**config.mk**
```make
export PLATFORM = sky130hd
export DESIGN_NAME = agc_sequencer
export DESIGN_NICKNAME = d
export VERILOG_FILES = /design/src/rtl/agc_sequencer.sv
export SDC_FILE = /design/constraint.sdc
export NUM_CORES = 1
export LEC_CHECK = 0
export CAP_MARGIN = 20
export CORE_ASPECT_RATIO = 1.5
export CORE_UTILIZATION = 56
export CTS_BUF_LIST = sky130_fd_sc_hd__clkbuf_2 sky130_fd_sc_hd__clkbuf_4 sky130_fd_sc_hd__clkbuf_8
export CTS_CLUSTER_DIAMETER = 40
export DETAILED_ROUTE_END_ITERATION = 8
export GPL_ROUTABILITY_DRIVEN = 0
export PLACE_DENSITY = 0.8
export SLEW_MARGIN = 20
export SYNTH_ARGS = -nofsm -noshare
export SYNTH_HDL_FRONTEND = slang
export SYNTH_SLANG_ARGS = --single-unit
```
**constraint.sdc**
```tcl
create_clock -name clk -period 5.5 [get_ports clk]
set_input_delay 1.65 -clock clk [delete_from_list [all_inputs] [get_ports clk]]
set_output_delay 1.65 -clock clk [all_outputs]
set_load 0.01 [all_outputs]
```
**src/rtl/agc_sequencer.sv**
```systemverilog
// Packet AGC sequencer: averages RSSI, steps the front-end gain index toward the
// set point, and locks on deadband, gain clamp or iteration limit.
module agc_sequencer #(
    parameter int RSSI_WIDTH      = 16,
    parameter int GAIN_WIDTH      = 5,
    parameter int NUM_GAIN_LEVELS = 17,
    parameter int INIT_GAIN       = 8,
    parameter int SET_POINT_DBFS  = -2304,
    parameter int DEADBAND        = 256,
    parameter int AVG_SHIFT       = 3,
    parameter int STEP_SHIFT      = 9,
    parameter int SETTLE_CYCLES   = 16,
    parameter int MAX_ITER        = 4
) (
    input  logic                         clk,
    input  logic                         rst_n,
    input  logic                         pkt_detect,
    input  logic                         pkt_end,
    input  logic signed [RSSI_WIDTH-1:0] rssi_dbfs,
    input  logic                         rssi_valid,
    output logic [GAIN_WIDTH-1:0]        gain_word,
    output logic                         gain_update,
    output logic                         agc_busy,
    output logic                         agc_locked,
    output logic                         sat_flag,
    output logic                         timeout_flag,
    output logic [3:0]                   iter_count
);

    localparam int ACC_WIDTH    = RSSI_WIDTH + AVG_SHIFT;
    localparam int ERR_WIDTH    = RSSI_WIDTH + 1;
    localparam int CALC_WIDTH   = ERR_WIDTH + GAIN_WIDTH + 1;
    localparam int SCNT_WIDTH   = AVG_SHIFT + 1;
    localparam int SETTLE_WIDTH = $clog2(SETTLE_CYCLES + 1);

    localparam logic [GAIN_WIDTH-1:0]        INIT_GAIN_W = GAIN_WIDTH'(INIT_GAIN);
    localparam logic signed [ERR_WIDTH-1:0]  SET_POINT_E = ERR_WIDTH'(SET_POINT_DBFS);
    localparam logic [ERR_WIDTH-1:0]         DEADBAND_E  = ERR_WIDTH'(DEADBAND);
    localparam logic signed [CALC_WIDTH-1:0] GAIN_MAX_C  = CALC_WIDTH'(NUM_GAIN_LEVELS - 1);
    localparam logic [SCNT_WIDTH-1:0]        LAST_SAMPLE = SCNT_WIDTH'((1 << AVG_SHIFT) - 1);
    localparam logic [SETTLE_WIDTH-1:0]      LAST_SETTLE = SETTLE_WIDTH'(SETTLE_CYCLES - 1);
    localparam logic [3:0]                   MAX_ITER_C  = 4'(MAX_ITER);

    typedef enum logic [2:0] {
        IDLE,
        MEASURE,
        ADJUST,
        SETTLE,
        LOCKED
    } state_e;

    state_e                        state_q, state_d;
    logic [GAIN_WIDTH-1:0]         gain_q, gain_d;
    logic                          gain_update_q, gain_update_d;
    logic signed [ACC_WIDTH-1:0]   acc_q, acc_d;
    logic [SCNT_WIDTH-1:0]         sample_cnt_q, sample_cnt_d;
    logic [SETTLE_WIDTH-1:0]       settle_cnt_q, settle_cnt_d;
    logic [3:0]                    iter_q, iter_d;
    logic                          sat_q, sat_d;
    logic                          timeout_q, timeout_d;

    logic signed [ACC_WIDTH-1:0]   rssi_ext;
    logic signed [RSSI_WIDTH-1:0]  avg;
    logic signed [ERR_WIDTH-1:0]   err;
    logic                          err_neg;
    logic [ERR_WIDTH-1:0]          err_abs;
    logic [ERR_WIDTH-1:0]          step_raw;
    logic [ERR_WIDTH-1:0]          step_mag;
    logic [CALC_WIDTH-1:0]         gain_ext;
    logic [CALC_WIDTH-1:0]         step_ext;
    logic signed [CALC_WIDTH-1:0]  gain_sum;
    logic [GAIN_WIDTH-1:0]         new_gain;
    logic                          in_deadband;

    // Averaging is a floor division, so the shifted accumulator slice is the mean.
    assign rssi_ext    = {{AVG_SHIFT{rssi_dbfs[RSSI_WIDTH-1]}}, rssi_dbfs};
    assign avg         = acc_q[AVG_SHIFT +: RSSI_WIDTH];
    assign err         = SET_POINT_E - {avg[RSSI_WIDTH-1], avg};
    assign err_neg     = err[ERR_WIDTH-1];
    assign err_abs     = err_neg ? -err : err;
    assign in_deadband = (err_abs <= DEADBAND_E);
    assign step_raw    = err_abs >> STEP_SHIFT;
    assign step_mag    = (step_raw == '0) ? ERR_WIDTH'(1) : step_raw;
    assign gain_ext    = {{(CALC_WIDTH - GAIN_WIDTH){1'b0}}, gain_q};
    assign step_ext    = {{(CALC_WIDTH - ERR_WIDTH){1'b0}}, step_mag};
    assign gain_sum    = err_neg ? (gain_ext - step_ext) : (gain_ext + step_ext);

    always_comb begin
        new_gain = gain_sum[GAIN_WIDTH-1:0];
        if (gain_sum[CALC_WIDTH-1]) begin
            new_gain = '0;
        end else if (gain_sum > GAIN_MAX_C) begin
            new_gain = GAIN_MAX_C[GAIN_WIDTH-1:0];
        end
    end

    always_comb begin
        state_d       = state_q;
        gain_d        = gain_q;
        gain_update_d = 1'b0;
        acc_d         = acc_q;
        sample_cnt_d  = sample_cnt_q;
        settle_cnt_d  = settle_cnt_q;
        iter_d        = iter_q;
        sat_d         = sat_q;
        timeout_d     = timeout_q;

        // Packet end aborts from any active state; iteration count and flags survive.
        if (pkt_end && (state_q != IDLE)) begin
            state_d      = IDLE;
            acc_d        = '0;
            sample_cnt_d = '0;
            settle_cnt_d = '0;
            if (gain_q != INIT_GAIN_W) begin
                gain_d        = INIT_GAIN_W;
                gain_update_d = 1'b1;
            end
        end else begin
            unique case (state_q)
                IDLE: begin
                    acc_d        = '0;
                    sample_cnt_d = '0;
                    settle_cnt_d = '0;
                    if (pkt_detect && !pkt_end) begin
                        state_d   = MEASURE;
                        iter_d    = '0;
                        sat_d     = 1'b0;
                        timeout_d = 1'b0;
                    end
                end
                MEASURE: begin
                    if (rssi_valid) begin
                        acc_d        = acc_q + rssi_ext;
                        sample_cnt_d = sample_cnt_q + 1'b1;
                        if (sample_cnt_q == LAST_SAMPLE) begin
                            state_d = ADJUST;
                        end
                    end
                end
                ADJUST: begin
                    if (in_deadband) begin
                        state_d   = LOCKED;
                        sat_d     = 1'b0;
                        timeout_d = 1'b0;
                    end else if (iter_q == MAX_ITER_C) begin
                        state_d   = LOCKED;
                        timeout_d = 1'b1;
                    end else if (new_gain == gain_q) begin
                        state_d = LOCKED;
                        sat_d   = 1'b1;
                    end else begin
                        state_d       = SETTLE;
                        gain_d        = new_gain;
                        gain_update_d = 1'b1;
                        iter_d        = (iter_q == 4'hF) ? iter_q : iter_q + 4'd1;
                        acc_d         = '0;
                        sample_cnt_d  = '0;
                        settle_cnt_d  = '0;
                    end
                end
                SETTLE: begin
                    if (settle_cnt_q == LAST_SETTLE) begin
                        state_d      = MEASURE;
                        settle_cnt_d = '0;
                        acc_d        = '0;
                        sample_cnt_d = '0;
                    end else begin
                        settle_cnt_d = settle_cnt_q + 1'b1;
                    end
                end
                LOCKED: begin
                    state_d = LOCKED;
                end
                default: begin
                    state_d = IDLE;
                end
            endcase
        end
    end

    always_ff @(posedge clk) begin
        if (!rst_n) begin
            state_q       <= IDLE;
            gain_q        <= INIT_GAIN_W;
            gain_update_q <= 1'b0;
            acc_q         <= '0;
            sample_cnt_q  <= '0;
            settle_cnt_q  <= '0;
            iter_q        <= '0;
            sat_q         <= 1'b0;
            timeout_q     <= 1'b0;
        end else begin
            state_q       <= state_d;
            gain_q        <= gain_d;
            gain_update_q <= gain_update_d;
            acc_q         <= acc_d;
            sample_cnt_q  <= sample_cnt_d;
            settle_cnt_q  <= settle_cnt_d;
            iter_q        <= iter_d;
            sat_q         <= sat_d;
            timeout_q     <= timeout_d;
        end
    end

    assign gain_word    = gain_q;
    assign gain_update  = gain_update_q;
    assign agc_busy     = (state_q == MEASURE) || (state_q == ADJUST) || (state_q == SETTLE);
    assign agc_locked   = (state_q == LOCKED);
    assign sat_flag     = sat_q;
    assign timeout_flag = timeout_q;
    assign iter_count   = iter_q;

endmodule

```
Word level (Yosys, flattened, before mapping):

Cells that the tools add are included.

* add/subtract/negate cells: 8
* $lt $le $gt $ge: 2
* eq/ne operators: 25
* muxes and demuxes: 56
* bitwise gates (word level): 2
* reduce and logical (&&, ||, !) cells: 20

Operators with widths (count)
* $mux W19: 5
* $pmux W19 S4: 1
* $mux W5: 12
* $mux W4: 10
* $gt A23 B6 Y1 const B: 1
* $mux W23: 1
* $mux W3: 7
* $ne A2 B2 Y1 const B: 10
* $add A19 B16 Y19: 1
* $le A17 B9 Y1 const B: 1
* $logic_not A17 Y1: 1
* $mux W17: 1
* $neg A17 Y17: 1
* $sub A13 B16 Y17 const A: 1
* $pmux W4 S4: 1
* $pmux W3 S5: 1
* $pmux W5 S3: 1
* $mux W1: 12
* $reduce_and A4 Y1: 3
* $reduce_and A5 Y1: 2
* $add A5 B8 Y9: 1
* $ne A3 B3 Y1 const B: 3
* $sub A5 B8 Y9: 1
* $add A4 B1 Y4 const B: 2
* other kinds (24): 33

* flip-flop bits (word level): 43
* input bits: 21
* output and inout bits: 14
* word-level logic and storage cells: 122

Depth between registers and ports, before layout:

* depth after elaboration: 16
* gate-level depth with buffers: 29
* mapped depth without buffers: 25

Worst setup path after synthesis:

OpenSTA, ideal clock, no wires.

* kind: register to register
* start: register acc_q[3]
* end: register sat_q (netlist: sat_flag)
* arrival time: 5730 ps
* required time: 5430 ps
* slack: -300 ps
* cell stages (with the launch flop): 29
* buffers on the path: 3
* clock period less this slack: 5800 ps
* cells stage by stage: dfxtp_1 buf_2 inv_1 ha_1 buf_2 nor4b_2 a211o_1 nand2_1 clkbuf_1 o31ai_1 xor2_1 o211ai_1 or4_1 nand2b_1 ha_1 inv_1 fa_1 a21o_1 a21o_1 a21oi_1 nor3_1 o2111ai_1 nand3_1 o211a_1 a2111oi_4 o22ai_2 or2_1 or3_1 a21oi_1

* cells in the longest elaborated chain, start to end: 13
* elaborated cells on any way between the ends: 18

Ends and longest elaborated chain
* start, declared: line 55 `logic signed [ACC_WIDTH-1:0] acc_q, acc_d;`
* start signal, assigned: line 186 `acc_q <= '0;`
* start signal, assigned: line 196 `acc_q <= acc_d;`
* $sub A13 B16 Y17 (*): line 78 `assign err = SET_POINT_E - {avg[RSSI_WIDTH-1], avg};`
* $neg A17 Y17: line 80 `assign err_abs = err_neg ? -err : err;`
* $mux W17: line 80
* $logic_not A17 Y1: line 83 `assign step_mag = (step_raw == '0) ? ERR_WIDTH'(1) : step_raw;`
* $mux W8: line 83
* $add A5 B8 Y9 / $sub A5 B8 Y9 (equally long branches): line 86 `assign gain_sum = err_neg ? (gain_ext - step_ext) : (gain_ext + step_ext);`
* $mux W23: line 86
* $gt A23 B6 Y1: line 92 `end else if (gain_sum > GAIN_MAX_C) begin`
* $mux W5: line 92
* $mux W5: line 90 `if (gain_sum[CALC_WIDTH-1]) begin`
* $eq A5 B5 Y1: line 148 `end else if (new_gain == gain_q) begin`
* $ne A3 B3 Y1 (no line)
* $reduce_and A5 Y1 (no line)
* end signal, assigned: line 200 `sat_q <= sat_d;`
* end, declared: line 59 `logic sat_q, sat_d;`

Every way passes the cells marked *; elsewhere a longest branch is shown, timed or not.
A chain may end at the register's enable or synchronous reset.

Worst setup path after layout:

* start: register acc_q[8]
* end: register acc_q[15]

* cells in the longest elaborated chain, start to end: 13
* elaborated cells on any way between the ends: 19

Ends and longest elaborated chain (line)
* $sub A13 B16 Y17: 78
* $neg A17 Y17: 80
* $mux W17: 80
* $logic_not A17 Y1: 83
* $mux W8: 83
* $add A5 B8 Y9 / $sub A5 B8 Y9 (equally long branches): 86
* $mux W23: 86
* $gt A23 B6 Y1: 92
* $mux W5: 92
* $mux W5: 90
* $eq A5 B5 Y1: 148
* $ne A2 B2 Y1 (no line)
* $reduce_and A6 Y1 (no line)

Several ways; a longest one is shown, not always the timed one. The select of a mux whose other input is x is not followed.

==> results.md <==
Logic synthesis:
- The area fraction in compound gates after synthesis is 0.302.
- The synthesized area divided by synthesized cell count is ~7.7 sq um.
- In this run, distinct cell masters in the synthesized netlist total between 80 and 90.
- The fraction of the mapped netlist area in simple logic gates is 0.244.
- The number of enable flip-flop cells after synthesis is 0.
- The dominant combinational cell family by area after synthesis is compound AO/OA/AOI/OAI gates.
- The synthesized flop and latch total is between 40 and 50.
- The share of synthesized area spent on multiplexers is 0.0174.
- The xor/xnor cell area share of the yosys netlist is 0.0814.
- Synthesis produced a netlist whose cell count is 596.
- The area of the mapped netlist is about 4600 sq um.
- For this run, asynchronously set or reset flops after synthesis account for 0.
- The net count after synthesis is about 660.
- During synthesis, Yosys emitted a total of 0 warnings.
- The most used flip-flop cell after synthesis is dfxtp_1.
- The sequential share of the synthesized area is 0.187.
- The post-synthesis share of cell area spent on full adders, half adders and majority gates is 0.108.

Detailed routing:
- The routed via count divided by cell count is just under 7.
- Before antenna repair, the detailed router went through 7 iterations.
- The detailed-route via count is 5455.
- After the first detailed-routing iteration, the DRC count stood at roughly 470.
- The aggregate routed wire length is between 15 and 20 mm.
- After detailed routing, the number of remaining DRC violations is 0.
- The detail route stage leaves a number of antenna-violating nets equal to 0.
- The average wire length per cell after detail routing is ~20 um.

Final layout:
- 0 antenna diodes ended up in the layout.
- The count of fill cells added during filler insertion is 500.
- The area occupied by registers is around 880 sq um.
- The library cells used most frequently in the layout, excluding fill and tap cells, are buf_4, nand3_1, nor2_1.
- The commonest non-fill, non-tap cell in the layout is buf_4.
- In the final layout, the share of cells above drive strength 1 is 0.285.
- The final instance count without filler cells is just over 800.
- The final-stage net count is 760.
- The area overhead of the layout relative to synthesis is 36.3%.
- Summing all multi-input logic gate instances after layout gives around 3900 sq um.

Critical path:
- On the worst path, the slowest cell contributes a delay of about 570 ps.
- For this design, the slowest cell found on the critical path is or4_4.
- The worst setup path is launched from a register.
- For the worst setup path, the data required time is ~5700 ps.
- In this run the critical register-to-register path is captured at acc_q[15]$_SDFFE_PP0P_.
- The worst setup path is captured at a register.
- At the worst endpoint, the arrival time is roughly 5900 ps.
- The cell count of the worst reg-to-reg path is 26.
- The biggest fanout along the worst timing path is 10.
- The launch instance of the worst register-to-register path is acc_q[8]$_SDFFE_PP0P_.
- The kind of critical path is reg -> reg.
- For flop-to-flop paths, the worst setup slack is -180 ps.

Global route:
- The first global-routing pass estimated roughly 24 mm of wire.
- The number of antenna violations at the first check in global routing was 0.
- The maximum number of pins on one net before global-route repair is 23.
- The leftover overflow at the end of global routing is 0.
- The number of global-route vias before repair is between 5000 and 6000.
- For this run, the total global-route usage over all layers was measured as 0.341.

Min path:
- In this run the most critical hold path is launched from sat_flag$_SDFFE_PN0P_.
- The path with the worst hold slack has its endpoint at sat_flag$_SDFFE_PN0P_.
- The worst hold path belongs to the class reg -> reg.
- The worst hold path passes through 2 cells.

STA:
- At the pin with the least slew margin, the transition time is roughly 890 ps.
- The count of pins over their slew limit is 0.
- The number of endpoints with negative hold slack in the final report is 0.
- On the final layout, the worst clock skew is between 15 and 20 ps.
- Setup violations remaining at the end of the flow were counted as slightly above 40.
- Setup repair after global routing could not meet its margin everywhere.
- The final critical-path required period is between 5000 and 6000 ps.
- The normalized max-slew margin is 0.402.
- The upper clock frequency limit is ~180 MHz.
- After layout, the worst setup slack is -182 ps.
- The final clock period utilization by the worst path is 1.03.

Flow run:
- Across the run, the number of max-cap violations was 0.

Die:
- From bottom edge to top edge, the die measures between 100 and 150 um.
- The die outline width is 76.1 um.
- The region available for standard cell placement spans approximately 8000 sq um.
- The number of placement rows is 40.
- The die covers 8610 sq um.
- The initial standard-cell utilization of the core is 0.576.
- The count of pins on the block boundary is 35.

Clock network:
- No sink is reached through more buffers than the 2 on the longest clock path.
- The number of hold buffers added after CTS is 0.
- The clock transition at the registers of the reported paths is between 100 and 150 ps.
- The depth of the CTS H-tree is 2.
- In this run the clock root is driven by a clkbuf_8.
- TritonCTS built the clock tree.
- The tree built by TritonCTS fans out to 43 sinks.
- The number of buffers added by the clock tree synthesis step is 5.
- The clock latency reported for the late side of the worst-skew pair is 320 ps.

Run status:
- The run finished, with violations left.
- The final reports fail on negative setup slack.

Pwr:
- The power density over cell area is 212 nW/um^2.
- The leakage power figure is roughly 2.5 nW.
- The worst supply voltage drop on vdd is ~130 uV.
- The total power after layout is about 1.3 mW.

Placed design:
- Counting tap cells, the placed design contains a total of about 760 instances.
- The detailed-placement wirelength estimate is a little over 10 mm.
- The worst setup timing slack at the placement stage is -380 ps.
- The count of buffers added on input and output ports is 34.
-- kinds of logic (layout without fill, tap and decap cells) --
group | count (synthesis) | count (layout)
adder cells (fa/ha/maj) | 38 | 38
multiplexers | 8 | 8
buffers and inverters | 64 | 170
flip-flops | 43 | 43
AO/OA/AOI/OAI | 192 | 192
AND/OR/NAND/NOR | 209 | 209
XOR/XNOR | 42 | 42
-- critical path, delay by kind of cell, from the launching register on --
family          cells  cell delay [ps]
fa+ha+maj           2              480
flops               1              390
simple gates        9             1780
compound gates     10             2270
buf+inv             4              580
xor+xnor            1               90
-- synth_stat cells (all sizes together) (5+ instances only) --
| cell | count | area, sq um |
|---|---|---|
| buf | 16 | 103 |
| a2111oi | 5 | 62.6 |
| nand3 | 43 | 220 |
| o31ai | 16 | 120 |
| mux2i | 8 | 80.1 |
| clkbuf | 18 | 67.6 |
| nor2 | 44 | 168 |
| dfxtp | 43 | 861 |
| or2 | 8 | 50.1 |
| nand4 | 5 | 37.5 |
| o41ai | 5 | 51.3 |
| inv | 30 | 113 |
| a211oi | 9 | 77.6 |
| o211ai | 9 | 72.6 |
| nor3 | 16 | 96.4 |
| a21o | 7 | 52.6 |
| a31oi | 9 | 56.3 |
| or3 | 9 | 56.3 |
| xor2 | 17 | 149 |
| xnor2 | 25 | 226 |
| o21ai | 37 | 185 |
| nor2b | 6 | 37.5 |
| o21a | 7 | 53.8 |
| ha | 35 | 438 |
| a21oi | 43 | 219 |
| and3 | 7 | 43.8 |
| nand2b | 10 | 62.6 |
| and2 | 8 | 50.1 |
| nand2 | 36 | 138 |
-- per-stage QoR --
stage           util  instance area (sq um)  hold slack [ps]  setup TNS [ps]
6_report       0.785                   6290              459           -5220
3_5_place_dp   0.675                   5410              450          -10170
5_1_grt        0.785                   6290              494          -16410
3_3_place_gp   0.675                   5410              435           -2650
2_1_floorplan      -                   4650              440               0
4_1_cts        0.733                   5870              464               0
-- flip-flops by register name, indices dropped and copies added (netlist names) --
register,cells
acc_q,19
gain_word,5
settle_cnt_q,5
iter_count,4
sample_cnt_q,4
state_q,3
gain_update,1
sat_flag,1
timeout_flag,1
-- layout make-up --
class | instances | area share
inverters | 30 | 0.0183
flip-flops and latches | 43 | 0.140
repair buffers | 132 | 0.190
multi-input cells | 489 | 0.613
clock inverters | 3 | 0.00736
well taps | 105 | 0.0209
clock buffers | 5 | 0.0109
-- power by group --
part           switching [mW]  internal (mW)  leakage (nW)  total [mW]
Combinational           0.385          0.340          2.11       0.725
Sequential             0.0162          0.319         0.351       0.335
Clock                   0.134          0.137        0.0548       0.271
Total                   0.536          0.796          2.52        1.33
-- worst max-delay path by stage --
stage	startpoint	depth (start not counted)	endpoint	slack, ps
global placement	acc_q[7]$_SDFFE_PP0P_	25	iter_count[3]$_SDFFE_PN0P_	-160
detailed placement	acc_q[8]$_SDFFE_PP0P_	25	iter_count[3]$_SDFFE_PN0P_	-380
CTS	acc_q[8]$_SDFFE_PP0P_	24	gain_update$_SDFF_PN0_	8
finish	acc_q[8]$_SDFFE_PP0P_	26	acc_q[15]$_SDFFE_PP0P_	-180
global route	acc_q[8]$_SDFFE_PP0P_	27	gain_word[4]$_SDFFE_PN0P_	-460
floorplan	acc_q[3]$_SDFFE_PP0P_	27	sat_flag$_SDFFE_PN0P_	4
-- layer usage --
metal / up-vias / track usage / routed length (um)
li1: 2432 / - / -
met3: 120 / 0.0556 / 1010
met1: 2544 / 0.334 / 5650
met4: 0 / 0.242 / 1170
met2: 359 / 0.647 / 8630
met5: - / 0 / 0
-- timing repair --
item                       in CTS  in global routing
pin swaps                      32                 36
setup buffers                  16                 19
cloned                          3                  1
resized for setup              42                 53
setup endpoints to repair      41                 42
hold endpoints to repair        0                  0
No activity file was read; power rests on OpenSTA's default activity.
